==> config.mk <==
export PLATFORM = sky130hd
export DESIGN_NAME = gaussian_filter_5x5
export DESIGN_NICKNAME = d
export VERILOG_FILES = /design/src/rtl/gauss5_pkg.sv /design/src/rtl/gauss5_tap_sum.sv /design/src/rtl/gaussian_filter_5x5.sv
export SDC_FILE = /design/constraint.sdc
export NUM_CORES = 1
export LEC_CHECK = 0
export ABC_AREA = 1
export CAP_MARGIN = 10
export CORE_ASPECT_RATIO = 0.9
export CORE_UTILIZATION = 55
export DETAILED_ROUTE_END_ITERATION = 8
export HOLD_SLACK_MARGIN = 0.12
export PLACE_DENSITY = 0.84
export SETUP_SLACK_MARGIN = 0.5
export SLEW_MARGIN = 20
export SYNTH_ARGS = -nofsm -noshare
export SYNTH_HDL_FRONTEND = slang
export SYNTH_SLANG_ARGS = --single-unit
==> constraint.sdc <==
create_clock -name clk -period 5.3 [get_ports clk]
set_clock_uncertainty 0.2 [all_clocks]
set_input_delay 0.53 -clock clk [delete_from_list [all_inputs] [get_ports clk]]
set_output_delay 0.53 -clock clk [all_outputs]
set_load 0.005 [all_outputs]
==> src/rtl/gauss5_pkg.sv <==
// -----------------------------------------------------------------------------
// gauss5_pkg
// Shared constants for the 5x5 Gaussian filter:
//   K0..K4      separable kernel taps 1,4,6,4,1 (2-D weight sum 256)
//   KSUM_SHIFT  normalisation shift (log2 of the 2-D weight sum)
//   PIX_W       pixel width
//   HSUM_W      width of one horizontal (row) weighted sum
//   VSUM_W      width of the vertical weighted sum of the row sums
//   ROUND_BIAS  half-LSB bias added before the normalising shift when
//               the GAUSS_ROUND_EN build option is defined
// -----------------------------------------------------------------------------
package gauss5_pkg;

    localparam int K0 = 1;
    localparam int K1 = 4;
    localparam int K2 = 6;
    localparam int K3 = 4;
    localparam int K4 = 1;

    localparam int KSUM_SHIFT = 8;

    localparam int PIX_W  = 8;
    localparam int HSUM_W = 12;
    localparam int VSUM_W = 16;

    localparam int ROUND_BIAS = 128;

endpackage

==> src/rtl/gauss5_tap_sum.sv <==
// -----------------------------------------------------------------------------
// gauss5_tap_sum
// Combinational 1-4-6-4-1 weighted sum of five unsigned samples, built from
// shifts and adds only. The output is IN_W+4 bits wide, which holds the
// worst case of 16 * (2**IN_W - 1).
// Ports:
//   a..e  in   IN_W     samples, a and e carry weight 1, c carries weight 6
//   sum   out  IN_W+4   weighted sum
// -----------------------------------------------------------------------------
module gauss5_tap_sum
    import gauss5_pkg::*;
#(
    parameter int IN_W = 8
) (
    input  logic [IN_W-1:0]   a,
    input  logic [IN_W-1:0]   b,
    input  logic [IN_W-1:0]   c,
    input  logic [IN_W-1:0]   d,
    input  logic [IN_W-1:0]   e,
    output logic [IN_W+3:0]   sum
);

    localparam int OUT_W = IN_W + 4;

    // Each tap weight is a power of two except the centre (6 = 4 + 2),
    // so every term is one or two shifted copies of the sample.
    localparam int SH0  = $clog2(K0);
    localparam int SH1  = $clog2(K1);
    localparam int SH2A = $clog2(K2 - 2);
    localparam int SH2B = $clog2(K2 - 4);
    localparam int SH3  = $clog2(K3);
    localparam int SH4  = $clog2(K4);

    logic [OUT_W-1:0] a_ext;
    logic [OUT_W-1:0] b_ext;
    logic [OUT_W-1:0] c_ext;
    logic [OUT_W-1:0] d_ext;
    logic [OUT_W-1:0] e_ext;

    assign a_ext = OUT_W'(a);
    assign b_ext = OUT_W'(b);
    assign c_ext = OUT_W'(c);
    assign d_ext = OUT_W'(d);
    assign e_ext = OUT_W'(e);

    assign sum = (a_ext << SH0)
               + (b_ext << SH1)
               + (c_ext << SH2A) + (c_ext << SH2B)
               + (d_ext << SH3)
               + (e_ext << SH4);

endmodule

==> src/rtl/gaussian_filter_5x5.sv <==
// -----------------------------------------------------------------------------
// gaussian_filter_5x5
// Three-stage separable 5x5 Gaussian blur (kernel 1,4,6,4,1 outer product).
//   S1: five row sums          S2: vertical sum of row sums
//   S3: normalise to 8 bits (truncate, or round half up when the
//       GAUSS_ROUND_EN macro is defined)
// A frame counter flags the last of every ROWS*COLS output pixels.
// Ports:
//   clk           in   1   clock, rising edge
//   rst           in   1   asynchronous reset, active low
//   d0_i..d24_i   in   8   window pixels, row-major, d12 is the centre
//   done_i        in   1   window valid
//   pixel_o       out  8   filtered pixel, holds between valid outputs
//   done_o        out  1   pixel_o valid (done_i delayed three cycles)
//   frame_done_o  out  1   pulse with the last done_o of a frame
// Build option: GAUSS_ROUND_EN selects round-half-up normalisation.
// -----------------------------------------------------------------------------
module gaussian_filter_5x5
    import gauss5_pkg::*;
#(
    parameter int ROWS = 7,
    parameter int COLS = 7
) (
    input  logic             clk,
    input  logic             rst,
    input  logic [7:0]       d0_i,  input logic [7:0] d1_i,  input logic [7:0] d2_i,
    input  logic [7:0]       d3_i,  input logic [7:0] d4_i,  input logic [7:0] d5_i,
    input  logic [7:0]       d6_i,  input logic [7:0] d7_i,  input logic [7:0] d8_i,
    input  logic [7:0]       d9_i,  input logic [7:0] d10_i, input logic [7:0] d11_i,
    input  logic [7:0]       d12_i, input logic [7:0] d13_i, input logic [7:0] d14_i,
    input  logic [7:0]       d15_i, input logic [7:0] d16_i, input logic [7:0] d17_i,
    input  logic [7:0]       d18_i, input logic [7:0] d19_i, input logic [7:0] d20_i,
    input  logic [7:0]       d21_i, input logic [7:0] d22_i, input logic [7:0] d23_i,
    input  logic [7:0]       d24_i,
    input  logic             done_i,
    output logic [7:0]       pixel_o,
    output logic             done_o,
    output logic             frame_done_o
);

    localparam int FRAME = ROWS * COLS;
    localparam int CNT_W = (FRAME > 1) ? $clog2(FRAME) : 1;
    localparam logic [CNT_W-1:0] LAST_CNT = CNT_W'(FRAME - 1);

    logic [PIX_W-1:0]  win [25];
    logic [HSUM_W-1:0] h_next [5];
    logic [HSUM_W-1:0] h_reg  [5];
    logic [VSUM_W-1:0] v_next;
    logic [VSUM_W-1:0] v_reg;
    logic [PIX_W-1:0]  pixel_next;
    logic [PIX_W-1:0]  pixel_reg;
    logic              v1_reg, v2_reg, v3_reg;
    logic [CNT_W-1:0]  count_reg;
    logic              last_pix;

    assign win = '{d0_i,  d1_i,  d2_i,  d3_i,  d4_i,
                   d5_i,  d6_i,  d7_i,  d8_i,  d9_i,
                   d10_i, d11_i, d12_i, d13_i, d14_i,
                   d15_i, d16_i, d17_i, d18_i, d19_i,
                   d20_i, d21_i, d22_i, d23_i, d24_i};

    // S1: one horizontal tap sum per window row.
    for (genvar gi = 0; gi < 5; gi++) begin : g_row
        gauss5_tap_sum #(.IN_W(PIX_W)) u_row_sum (
            .a   (win[5*gi + 0]),
            .b   (win[5*gi + 1]),
            .c   (win[5*gi + 2]),
            .d   (win[5*gi + 3]),
            .e   (win[5*gi + 4]),
            .sum (h_next[gi])
        );
    end

    // S2: vertical tap sum over the registered row sums.
    gauss5_tap_sum #(.IN_W(HSUM_W)) u_col_sum (
        .a   (h_reg[0]),
        .b   (h_reg[1]),
        .c   (h_reg[2]),
        .d   (h_reg[3]),
        .e   (h_reg[4]),
        .sum (v_next)
    );

    // S3: normalise by the kernel weight sum. The result is at most 255,
    // and the biased sum at most 65408, so no saturation is needed.
`ifdef GAUSS_ROUND_EN
    assign pixel_next = PIX_W'((v_reg + VSUM_W'(ROUND_BIAS)) >> KSUM_SHIFT);
`else
    assign pixel_next = PIX_W'(v_reg >> KSUM_SHIFT);
`endif

    assign last_pix = (count_reg == LAST_CNT);

    always_ff @(posedge clk or negedge rst) begin
        if (!rst) begin
            for (int i = 0; i < 5; i++) begin
                h_reg[i] <= '0;
            end
            v_reg     <= '0;
            pixel_reg <= '0;
            v1_reg    <= 1'b0;
            v2_reg    <= 1'b0;
            v3_reg    <= 1'b0;
            count_reg <= '0;
        end else begin
            v1_reg <= done_i;
            v2_reg <= v1_reg;
            v3_reg <= v2_reg;

            // Data registers only advance behind a valid, so bubbles leave
            // every stage (and therefore pixel_o) holding its last result.
            if (done_i) begin
                h_reg <= h_next;
            end
            if (v1_reg) begin
                v_reg <= v_next;
            end
            if (v2_reg) begin
                pixel_reg <= pixel_next;
            end

            if (v3_reg) begin
                count_reg <= last_pix ? '0 : count_reg + 1'b1;
            end
        end
    end

    assign pixel_o      = pixel_reg;
    assign done_o       = v3_reg;
    assign frame_done_o = v3_reg & last_pix;

endmodule

## Word-level counts from Yosys, hierarchy flattened

Index checks and enable logic that the tools add are counted.

- RAM bits: 0
- Output and inout bits: 10
- Input port bits: 203
- Logic and storage cells: 45
- Bits in latches: 0
- Flip-flop bits (word level): 93
- ROM bits: 0
- Memories: 0

- Multipliers: 0
- Eq/ne operators: 1
- Order comparisons: 0
- Add/sub/neg operators: 31
- Bitwise logic cells: 1
- Reduce and logical (&&, ||, !) cells: 0
- Divide/modulo/power cells: 0
- Muxes and demuxes: 1
- Shift operators: 0

Operators with widths:

| kind | count |
|---|---|
| $add A12 B10 Y12 | 10 |
| $add A12 B8 Y12 | 5 |
| $add A12 B9 Y12 | 5 |
| $add A8 B10 Y11 | 5 |
| $add A16 B14 Y16 | 2 |
| $add A16 B12 Y16 | 1 |
| $add A16 B13 Y16 | 1 |
| $add A12 B14 Y15 | 1 |
| $add A6 B1 Y6 const B | 1 |
| $eq A6 B6 Y1 const B | 1 |
| $mux W6 | 1 |
| $and A1 B1 Y1 | 1 |

## Longest topological paths before layout

Gate-level depths: netlist of run 1.

- Depth after elaboration: 5
- Depth in mapped cells: 24
- Gate-level depth less buffers: 24

## Cells and area by module

From an unflattened synthesis of run 1, not the netlist that was laid out.

- Cells, all modules: 1395
- Area total of the unflattened synthesis: 12084.1 um^2

By module, submodules not included:

| module | seq. area each (um^2) | cells each | area each (um^2) | instances |
|---|---|---|---|---|
| gauss5_tap_sum at g_row[1].u_row_sum ... | 0.0 | 177 | 1312.5 | 4 |
| gaussian_filter_5x5 | 2127.0 | 228 | 3505.9 | 1 |
| gauss5_tap_sum at u_col_sum | 0.0 | 282 | 2023.2 | 1 |
| gauss5_tap_sum at g_row[0].u_row_sum | 0.0 | 177 | 1305.0 | 1 |

## Least setup slack after synthesis of run 1

OpenSTA, ideal clock, no wires.

- Kind: in2reg
- From: input d15_i[4]
- To: register h_reg[20] (netlist name)
- Slack: 1.013 ns
- Stages: 20
- Setup time: 0.117 ns
- Data arrival time: 3.969 ns
- Path buffers: 0
- Required time: 4.983 ns
- Path through: ha_1 -> a21oi_1 -> nand2_1 -> nand2_1 -> nand2_1 -> a21oi_1 -> xor2_1 -> inv_1 -> fa_1 -> fa_1 -> inv_1 -> fa_1 -> inv_1 -> ha_1 -> inv_1 -> o21ai_1 -> o21bai_2 -> xor2_1 -> nand2_1 -> nand2_1

- Longest elaborated chain between the ends: 5

Ends and longest elaborated chain:

| element | line | source |
|---|---|---|
| start, declared | gaussian_filter_5x5.sv:31 | `input logic [7:0] d15_i, input logic [7:0] d16_i, input logic [7:0] d17_i,` |
| $add A8 B10 Y11 | gauss5_tap_sum.sv:47 | `+ (b_ext << SH1)` |
| $add A12 B10 Y12 | gauss5_tap_sum.sv:48 | `+ (c_ext << SH2A) + (c_ext << SH2B)` |
| $add A12 B9 Y12 | gauss5_tap_sum.sv:48 |  |
| $add A12 B10 Y12 | gauss5_tap_sum.sv:49 | `+ (d_ext << SH3)` |
| $add A12 B8 Y12 | gauss5_tap_sum.sv:50 | `+ (e_ext << SH4);` |
| end signal, assigned | gaussian_filter_5x5.sv:113 | `h_reg <= h_next;` |
| end, declared | gaussian_filter_5x5.sv:47 | `logic [HSUM_W-1:0] h_reg [5];` |

Every way passes these cells.
A chain may end at the register's enable or synchronous reset.

## Final worst setup path of run 1

- From: input d15_i[2]
- To: register h_reg[21] (netlist name)

The elaborated chain is that of the path after synthesis.

==> results.md, run 1 <==
- Status: complete, no violations
- Overflow after GRT: 0
- Crit Path Class: primary input to flop
- Critical Path RT: 5.29 ns
- Max reg flops: 60
- Cell Rows: slightly below 50
- Detailed Route WL: roughly 25000 µm
- CP Cell Sequence: clkdlybuf4s50_1, ha_1, fa_1, nand3_1, nand3_1, xnor2_1, inv_1, fa_1, fa_1, inv_1, fa_1, inv_1, ha_1, a21oi_1, nand2_1, a21oi_1, xor2_1, o21ai_1
- Slowest cell delay on critical path: 0.51 ns
- Clock latency on the worst-skew pair: between 0.3 and 0.4 ns
- Worst-margin pin slew: about 0.96 ns
- CP endpoint: h_reg[21]$_DFFE_PN0P_
- Final hold viol count: 0
- Crit Path Max Fanout: 5
- Total negative slack: 0 ns
- Postcts setup bufs: 0
- Final worst path period share: between 80 and 90%
- Syn Inst Count: approximately 1.3k
- Startpoint types: primary input
- TritonCTS Buffers: 9
- Ys Warns: 0
- Count of pins over their slew limit: 0
- Syn_nets: 1826
- Synthesized area: around 11000 µm²
- Reg2reg path depth: 20
- Number of synthesized register bits: 85
- Number of global-route vias before repair: a little under 10k
- FMAX: approximately 0.21 GHz
- Top Ports: 213
- Gr busiest metal: met2
- Final GP Congestion: 0.890
- Dpl hpwl: between 20000 and 25000 µm
- Post-DR vias/cell: roughly 5.1
- Critical Path Slowest Stage Cell: fa_1
- Max Cap Violations: 0
- WL per Instance: ~14 µm
- Post-synthesis sequential area ratio: 18.7%
- Met1 Resource Use GR: a little under a third
- Hold crit path type: flop to flop
- Die H: about 140 µm
- Clk buf depth: 2
- Utilization after layout: 70.5%
- Sink Count: 85
- Worst r2r src: h_reg[50]$_DFFE_PN0P_
- Crit path DAT: around 4.6 ns
- Fraction of layout cells with a size suffix above 1: roughly 4.9%
- Vias: 9225
- Initial antenna violation count: 0
- TritonCTS clock tree: done
- First-pass GRT wire length: approximately 43000 µm
- Final Setup Violations: 0
- Cell mode on critical path: fa_1
- Clk root buf: clkbuf_16
- Area Overhead vs Synth: 24.5%
- Starting DRT DRC Count: just under 400
- Antenna Diode Count: 0
- R2r endpoint: v_reg[15]$_DFFE_PN0P_
- RSZ-0062 raised after global routing: true
- H-tree depth: 3
- Crit end category: flop
- Final ANT Viol Nets: 0
- Global Route Usage Sum: 24.7%
- Clock slew at the register clock pins of the worst setup and hold paths: 0.06 ns
- Die area: around 21000 µm²
- GR Util met2: between 40 and 50%
- Number of port buffers: 212
- Largest net degree at the start of global routing: 62
- Minimum clock period: approximately 4.7 ns
- Worst slew margin: a little over a third
- Avg Cell Area, Syn: ~8.5 µm²
- Die X: 154 µm
- Crit path from: d15_i[2]
- GR Util met3: under 10%
- Final nets: slightly above 2k
- DR DRC count: 0
- Fillers: 1533
- Core ar.: a little over 20000 µm²
- Pre-Repair DR Iteration Count: 5
- Unique masters post-synth: 35
- R2r setup slk: approximately 0.73 ns
- Initial Util: between 50 and 60%
## layout make-up
class | count | area [µm²] | area share, %
Clock buffer | 10 | 229 | 1.61
Clock inverter | 6 | 63.8 | 0.450
Inverter | 350 | 1310 | 9.27
Multi-Input combinational cell | 891 | 7990 | 56.3
Sequential cell | 85 | 2130 | 15.0
Tap cell | 255 | 319 | 2.25
Timing Repair Buffer | 215 | 2140 | 15.1
## cells by family after synthesis
| group | share of synthesized area, % |
|---|---|
| AOI/OAI and AO/OA | 8.82 |
| xor gates and xnor gates | 4.08 |
| adders and majority gates | 41.5 |
| buffers and inverters | 12.1 |
| DFF | 18.7 |
| muxes | 0.791 |
| and+or+nand+nor | 14.0 |
## synthesized netlist by cell type (all sizes together)
master / n / area (µm²)
dfrtp: 85 / 2130
fa: 160 / 3200
nor4: 1 / 6.26
o211ai: 6 / 45.0
nand3: 61 / 310
o21ai: 60 / 312
inv: 350 / 1310
xor2: 30 / 263
a31oi: 14 / 87.6
nor3b: 1 / 7.51
mux2: 8 / 90.1
nor3: 5 / 30.0
o21bai: 15 / 146
o21a: 2 / 15.0
nand4: 21 / 131
nand2: 251 / 955
xnor2: 23 / 201
buf: 6 / 30.0
a21o: 2 / 15.0
ha: 122 / 1530
nand3b: 3 / 22.5
nor2: 32 / 128
a21oi: 70 / 365
and2: 1 / 6.26
clkbuf: 9 / 33.8
o22ai: 3 / 18.8
## worst min path at each step
| stage | startpoint | endpoint | slack [ns] | cells after the start |
|---|---|---|---|---|
| after global routing | v_reg[13]$_DFFE_PN0P_ | v_reg[13]$_DFFE_PN0P_ | 0.31 | 2 |
| after detailed placement | v_reg[13]$_DFFE_PN0P_ | v_reg[13]$_DFFE_PN0P_ | 0.26 | 2 |
| after global placement | count_reg[5]$_DFFE_PN0P_ | count_reg[5]$_DFFE_PN0P_ | 0.25 | 1 |
| after CTS | count_reg[5]$_DFFE_PN0P_ | count_reg[5]$_DFFE_PN0P_ | 0.28 | 1 |
| after floorplan | rst | count_reg[0]$_DFFE_PN0P_ | 0.03 | 0 |
| final | count_reg[5]$_DFFE_PN0P_ | count_reg[5]$_DFFE_PN0P_ | 0.27 | 1 |
## metal layers
| layer | up-vias | part of all wire (%) |
|---|---|---|
| met5 | - | 0 |
| met4 | 0 | 2.1 |
| met3 | 41 | 4.1 |
| met2 | 220 | 53 |
| met1 | 4404 | 41 |
| li1 | 4560 | - |
## placed cells by master, fill, tap and decap left out, types with 8 or more instances in the layout
master | synthesis | layout
nor2_1 | 29 | 28
o21bai_2 | 9 | 9
a21oi_2 | 4 | 12
xor2_1 | 30 | 30
o21ai_0 | 39 | 39
a21oi_1 | 66 | 58
nand4_1 | 21 | 21
nand3_1 | 60 | 60
dfrtp_1 | 85 | 85
ha_1 | 122 | 113
fa_1 | 160 | 159
nand2_1 | 246 | 246
clkbuf_16 | 0 | 9
a31oi_1 | 14 | 14
o21ai_1 | 18 | 17
xnor2_1 | 23 | 23
clkdlybuf4s50_1 | 0 | 210
mux2_2 | 8 | 8
inv_1 | 347 | 346
## metrics by stage
stage	std cells	hold WS (ns)	instance area, µm²	setup WS (ns)
4_1_cts	1812	0.277	14100	0.618
2_1_floorplan	1341	0.0344	11400	1.01
5_1_grt	1812	0.307	14200	0.457
3_3_place_gp	1795	0.246	13800	0.410
3_5_place_dp	1795	0.264	13800	0.260
6_report	1812	0.271	14200	0.648
## what timing repair did
item	4_1_cts	5_1_grt
hold buffers	1	0
endpoints found under the hold margin	44	0
endpoints found under the setup margin	0	16
gates resized for setup	0	21
## worst max-delay path, delay by kind of cell
kind / cells / cell delay, ns
AO/OA/AOI/OAI: 3 / 0.42
XOR/XNOR: 2 / 0.34
adder cells (fa/ha/maj): 6 / 2.45
buffers and inverters: 4 / 0.56
AND/OR/NAND/NOR: 3 / 0.36
Power of run 1 is not shown: default switching activity piles up to over one toggle a cycle in this logic, so the estimate is an artifact.
==> run 2: changes to the inputs <==
clock period = 4.7 ns   (was 5.3 ns; I/O delays follow)
==> results.md, run 2 (same netlist as run 1, synthesis figures left out) <==
- Status: complete, no violations (unchanged)
- Final ANT Viol Nets: 0 (unchanged)
- Critical Path RT: 4.74 ns (was 5.29 ns)
- PnR worst setup slack: 0.355 ns (was 0.648 ns)
- Crit Path Max Fanout: 5 (unchanged)
- Crit end category: flop (unchanged)
- Final worst path period share: ~92%
- Count of pins over their slew limit: 0 (unchanged)
- Slowest cell delay on critical path: 0.49 ns (was 0.51 ns)
- Cell Rows: 49 (unchanged)
- Cell mode on critical path: nand2_1 (was fa_1)
- Clk root buf: clkbuf_16 (unchanged)
- Worst slew margin: 32.1% (was 36.2%)
- R2r setup slk: 0.35 ns (was 0.73 ns)
- Fillers: 1162 (was 1533)
- WL per Instance: 17.4 µm (was 13.6 µm)
- Worst Hold End: v_reg[12]$_DFFE_PN0P_ (was count_reg[5]$_DFFE_PN0P_)
- FMAX: 0.230 GHz
- Vias: 10.3k (was 9225)
- Die H: 139 µm (unchanged)
- Multi-input gate area: 9350 µm² (was 7990 µm²)
- Initial antenna violation count: 0 (unchanged)
- CP Cell Sequence: ha_4, inv_2, fa_2, inv_2, a21oi_4, o21ai_1, nand2_1, nand2_1, fa_2, fa_1, inv_1, fa_1, inv_2, ha_4, nand2_4, nor2_4, nand4_1, nand3_1, nand2_1, nand3_1, nand2_1 (was clkdlybuf4s50_1, ha_1, fa_1, nand3_1, nand3_1, xnor2_1, inv_1, fa_1, fa_1, inv_1, fa_1, inv_1, ha_1, a21oi_1, nand2_1, a21oi_1, xor2_1, o21ai_1)
- R2r endpoint: v_reg[12]$_DFFE_PN0P_ (was v_reg[15]$_DFFE_PN0P_)
- Most frequent cells in the layout: 306 x inv_1, 214 x nand2_1, 168 x clkdlybuf4s50_1 (was 346 x inv_1, 246 x nand2_1, 210 x clkdlybuf4s50_1)
- Clk buf depth: 2 (unchanged)
- Hold depth: 2 (was 1)
- Initial Util: 56.6% (unchanged)
- Register area: 2130 µm² (unchanged)
- Overflow after GRT: 0 (unchanged)
- Final Setup Violations: 0 (unchanged)
- Pre-Repair DR Iteration Count: 5 (unchanged)
- Number of port buffers: 212 (unchanged)
- Post-DR vias/cell: 5.50 (was 5.09)
- Worst r2r src: h_reg[50]$_DFFE_PN0P_ (unchanged)
- Global Route Usage Sum: 27.1% (was 24.7%)
- Final hold viol count: 0 (unchanged)
- Largest net degree at the start of global routing: 86 (was 62)
- Reg2reg path depth: 21 (was 20)
- Startpoint types: flop (was primary input)
- Crit path DAT: 4.39 ns (was 4.64 ns)
- Fraction of layout cells with a size suffix above 1: 23.7% (was 4.95%)
- Clock latency on the worst-skew pair: 0.35 ns (was 0.34 ns)
- RSZ-0062 raised after global routing: true (unchanged)
- Number of global-route vias before repair: 10.4k (was 9727)
- Area Overhead vs Synth: 40.5% (was 24.5%)
- Core ar.: 20100 µm² (unchanged)
- Die X: 154 µm (unchanged)
- First-pass GRT wire length: 46600 µm (was 42700 µm)
- Sink Count: 85 (unchanged)
- Max Cap Violations: 0 (unchanged)
- Hold crit path type: flop to flop (unchanged)
- Critical Path Slowest Stage Cell: fa_1 (unchanged)
- TritonCTS clock tree: done (unchanged)
- Detailed Route WL: 32700 µm (was 24600 µm)
- Worst-margin pin slew: 1.02 ns (was 0.956 ns)
- Max reg flops: 60 (unchanged)
- Starting DRT DRC Count: 708 (was 388)
- DR DRC count: 0 (unchanged)
- Die area: 21300 µm² (unchanged)
- Leading cell type in the layout, fill and taps excluded: inv_1 (unchanged)
- Dpl hpwl: 20800 µm (was 21300 µm)
- Crit Path Class: flop to flop (was primary input to flop)
- Minimum clock period: around 4.3 ns
- Hold_sp: v_reg[12]$_DFFE_PN0P_ (was count_reg[5]$_DFFE_PN0P_)
- Top Ports: 213 (unchanged)
- Clock slew at the register clock pins of the worst setup and hold paths: 0.06 ns (about the same)
- Final nets: 2099 (was 2037)
- Final GP Congestion: 0.890 (about the same)
- TritonCTS Buffers: 9 (unchanged)
- Pre-CTS setup slack: -0.210 ns (was 0.260 ns)
- H-tree depth: 3 (unchanged)
- Antenna Diode Count: 0 (unchanged)
==> run 2: critical path, delay by kind of cell (launching register included) <==
kind                       cells  cell delay [ns]
adders and majority gates      6             2.29
and+or+nand+nor                9             0.81
buffers and inverters          4             0.25
AOI/OAI and AO/OA              2             0.21
DFF                            1             0.45
==> run 2: stage by stage <==
step	setup TNS [ns]	cells	area [µm²]	utilization, %	hold slack (ns)
after floorplan	0	1341	11400	-	-0.0256
after global placement	-0.239	1828	14100	69.9	0.246
after detailed placement	-1.72	1828	14100	69.9	0.263
after CTS	0	1865	15300	76.1	0.153
after global routing	0	1874	16000	79.6	0.312
final	0	1874	16000	79.6	0.274
==> run 2: final cells by class <==
class                      count  share of cell area [%]
tap                          255                    1.99
clock buffer                  13                    1.69
clock inverter                 3                   0.266
timing repair buffer         277                    16.1
sequential                    85                    13.3
multi-input combinational    891                    58.4
inverter                     350                    8.23
==> run 2: metal layers <==
layer	global-route usage (%)	routed length (µm)
met5	0	0
met1	32.3	11800
met2	50.0	17200
met4	8.74	1840
met3	4.11	1930
==> run 2: worst max-delay path by stage <==
stage	slack [ns]	endpoint	start
final	0.35	v_reg[12]$_DFFE_PN0P_	h_reg[50]$_DFFE_PN0P_
after floorplan	0.50	h_reg[20]$_DFFE_PN0P_	d15_i[4]
after global routing	0.19	v_reg[15]$_DFFE_PN0P_	h_reg[52]$_DFFE_PN0P_
after detailed placement	-0.21	h_reg[57]$_DFFE_PN0P_	d1_i[0]
after global placement	-0.08	h_reg[57]$_DFFE_PN0P_	d0_i[2]
after CTS	0.45	v_reg[15]$_DFFE_PN0P_	h_reg[52]$_DFFE_PN0P_
==> run 2: what timing repair did <==
| item | in CTS | in global routing |
|---|---|---|
| gates cloned | 0 | 0 |
| endpoints found under the hold margin | 0 | 85 |
| setup buffers | 21 | 8 |
| setup endpoints to repair | 37 | 40 |
| gates resized for setup | 191 | 196 |
| hold buffers | 0 | 1 |
| pin swaps | 151 | 174 |
Power of run 2 is left out for the same reason.
==> run 3: changes to the inputs <==
SLEW_MARGIN = 15   (was 20)
==> results.md, run 3 (same netlist as run 1, synthesis figures left out) <==
- Detailed Route WL: 32300 µm (was 32700 µm)
- Core ar.: 20100 µm² (unchanged)
- Hold crit path type: flop to flop (unchanged)
- Fraction of layout cells with a size suffix above 1: 23.5% (was 23.7%)
- Worst path buffer plus inverter count: 4 (unchanged)
- Post-DR vias/cell: 5.47 (was 5.50)
- Sink Count: 85 (unchanged)
- Startpoint types: flop (unchanged)
- Antenna Diode Count: 0 (unchanged)
- Clk root buf: clkbuf_16 (unchanged)
- Status: complete, no violations (unchanged)
- CP Cell Sequence: ha_4, inv_2, fa_2, inv_2, a21oi_4, o21ai_1, nand2_1, nand2_1, fa_2, fa_1, inv_1, fa_1, inv_2, ha_4, a21oi_4, nand2_2, a21oi_2, nand2_1, nand2_1, nand3_1, nand2_1 (was ha_4, inv_2, fa_2, inv_2, a21oi_4, o21ai_1, nand2_1, nand2_1, fa_2, fa_1, inv_1, fa_1, inv_2, ha_4, nand2_4, nor2_4, nand4_1, nand3_1, nand2_1, nand3_1, nand2_1)
- Crit path DAT: 4.50 ns (was 4.39 ns)
- Final ANT Viol Nets: 0 (unchanged)
- Top Ports: 213 (unchanged)
- Count of pins over their slew limit: 0 (unchanged)
- Largest net degree at the start of global routing: 86 (unchanged)
- Die X: 154 µm (unchanged)
- Worst-margin pin slew: 1.04 ns (was 1.02 ns)
- Critical Path Slowest Stage Cell: fa_1 (unchanged)
- Number of port buffers: 212 (unchanged)
- Cell mode on critical path: nand2_1 (unchanged)
- Crit Path Class: flop to flop (unchanged)
- Number of global-route vias before repair: 10.4k (unchanged)
- Overflow after GRT: 0 (unchanged)
- WL per Instance: 17.2 µm (was 17.4 µm)
- Slowest cell delay on critical path: 0.51 ns (was 0.49 ns)
- Initial antenna violation count: 0 (unchanged)
- Fin area: 16000 µm² (about the same)
- FMAX: 0.227 GHz (was 0.230 GHz)
- Leading cell type in the layout, fill and taps excluded: inv_1 (unchanged)
- H-tree depth: 3 (unchanged)
- Final GP Congestion: 0.890 (unchanged)
- Pre-Repair DR Iteration Count: 5 (unchanged)
- Cell Rows: 49 (unchanged)
- Dpl cell area: 14100 µm² (unchanged)
- Final Setup Violations: 0 (unchanged)
- Inst Count DP: 1828 (unchanged)
- Final nets: 2100 (was 2099)
- Area Overhead vs Synth: 40.5% (about the same)
- Vias: 10.3k (about the same)
- Max reg flops: 60 (unchanged)
- Initial Util: 56.6% (unchanged)
- Most frequent cells in the layout: 308 x inv_1, 214 x nand2_1, 168 x clkdlybuf4s50_1 (was 306 x inv_1, 214 x nand2_1, 168 x clkdlybuf4s50_1)
- Minimum clock period: 4.41 ns (was 4.35 ns)
- Global Route Usage Sum: 27.1% (unchanged)
- Clk buf depth: 2 (unchanged)
- Critical Path RT: 4.79 ns (was 4.74 ns)
- TritonCTS Buffers: 9 (unchanged)
- Worst slew margin: 30.8% (was 32.1%)
- Dpl hpwl: 20800 µm (unchanged)
- Crit end category: flop (unchanged)
- Clock latency on the worst-skew pair: 0.35 ns (about the same)
- Crit Path Max Fanout: 5 (unchanged)
- Final worst path period share: 93.7% (was 92.5%)
- Die H: 139 µm (unchanged)
- Final hold viol count: 0 (unchanged)
- DR DRC count: 0 (unchanged)
- Clock slew at the register clock pins of the worst setup and hold paths: 0.06 ns (about the same)
- Fin cells: 1875 (was 1874)
- RSZ-0062 raised after global routing: true (unchanged)
- Top delay family on crit path: adder cells (unchanged)
- Max Cap Violations: 0 (unchanged)
- TritonCTS clock tree: done (unchanged)
- First-pass GRT wire length: 46600 µm (unchanged)
- Starting DRT DRC Count: 707 (was 708)
- Die area: 21300 µm² (unchanged)
run 3: final timing paths:
check,startpoint,to,slack [ns],cells after the start
setup / recovery,h_reg[50]$_DFFE_PN0P_,v_reg[15]$_DFFE_PN0P_,0.29,21
max in group asynchronous,rst,h_reg[55]$_DFFE_PN0P_,3.25,3
setup reg to reg,h_reg[50]$_DFFE_PN0P_,v_reg[15]$_DFFE_PN0P_,0.29,21
hold reg to reg,v_reg[12]$_DFFE_PN0P_,v_reg[12]$_DFFE_PN0P_,0.27,2
min in group asynchronous,rst,h_reg[27]$_DFFE_PN0P_,0.43,2
hold / removal,v_reg[12]$_DFFE_PN0P_,v_reg[12]$_DFFE_PN0P_,0.27,2
run 3: metal layers:
| layer | vias to the layer above | routed length [µm] | GRT usage [%] |
|---|---|---|---|
| met1 | 4954 | 11800 | 32.3 |
| li1 | 4679 | - | - |
| met4 | 0 | 1540 | 8.74 |
| met2 | 476 | 17000 | 50.0 |
| met5 | - | 0 | 0 |
| met3 | 143 | 1900 | 4.11 |
run 3: through the flow:
step                      hold WS (ns)  setup WS [ns]  TNS, ns  utilization [%]
after floorplan                -0.0256          0.498        0                -
after global placement           0.246        -0.0792   -0.239             69.9
after detailed placement         0.263         -0.210    -1.72             69.9
after CTS                        0.153          0.448        0             76.1
after global routing             0.312          0.158        0             79.6
final                            0.274          0.295        0             79.6
run 3: cell type report:
type	instances	area [µm²]
multi-input combinational	891	9330
fill	1176	4110
timing repair buffer	278	2600
sequential	85	2130
inverter	350	1310
tap	255	319
clock buffer	13	270
clock inverter	3	42.5
run 3: worst reg2reg max path: stages (launching register included):
cell	delay, ns
dfrtp_1	0.44
ha_4	0.17
inv_2	0.04
fa_2	0.37
inv_2	0.12
a21oi_4	0.08
o21ai_1	0.13
nand2_1	0.08
nand2_1	0.10
fa_2	0.45
fa_1	0.49
inv_1	0.07
fa_1	0.51
inv_2	0.05
ha_4	0.28
a21oi_4	0.17
nand2_2	0.11
a21oi_2	0.18
nand2_1	0.10
nand2_1	0.06
nand3_1	0.07
nand2_1	0.08
run 3: repair_timing:
item                                    in CTS  in global routing
pin swaps                                  151                165
hold buffers                                 0                  1
buffers inserted                            21                  8
endpoints found under the setup margin      37                 40
hold endpoints to repair                     0                 38
resized for setup                          191                193
Power of run 3 is left out for the same reason.
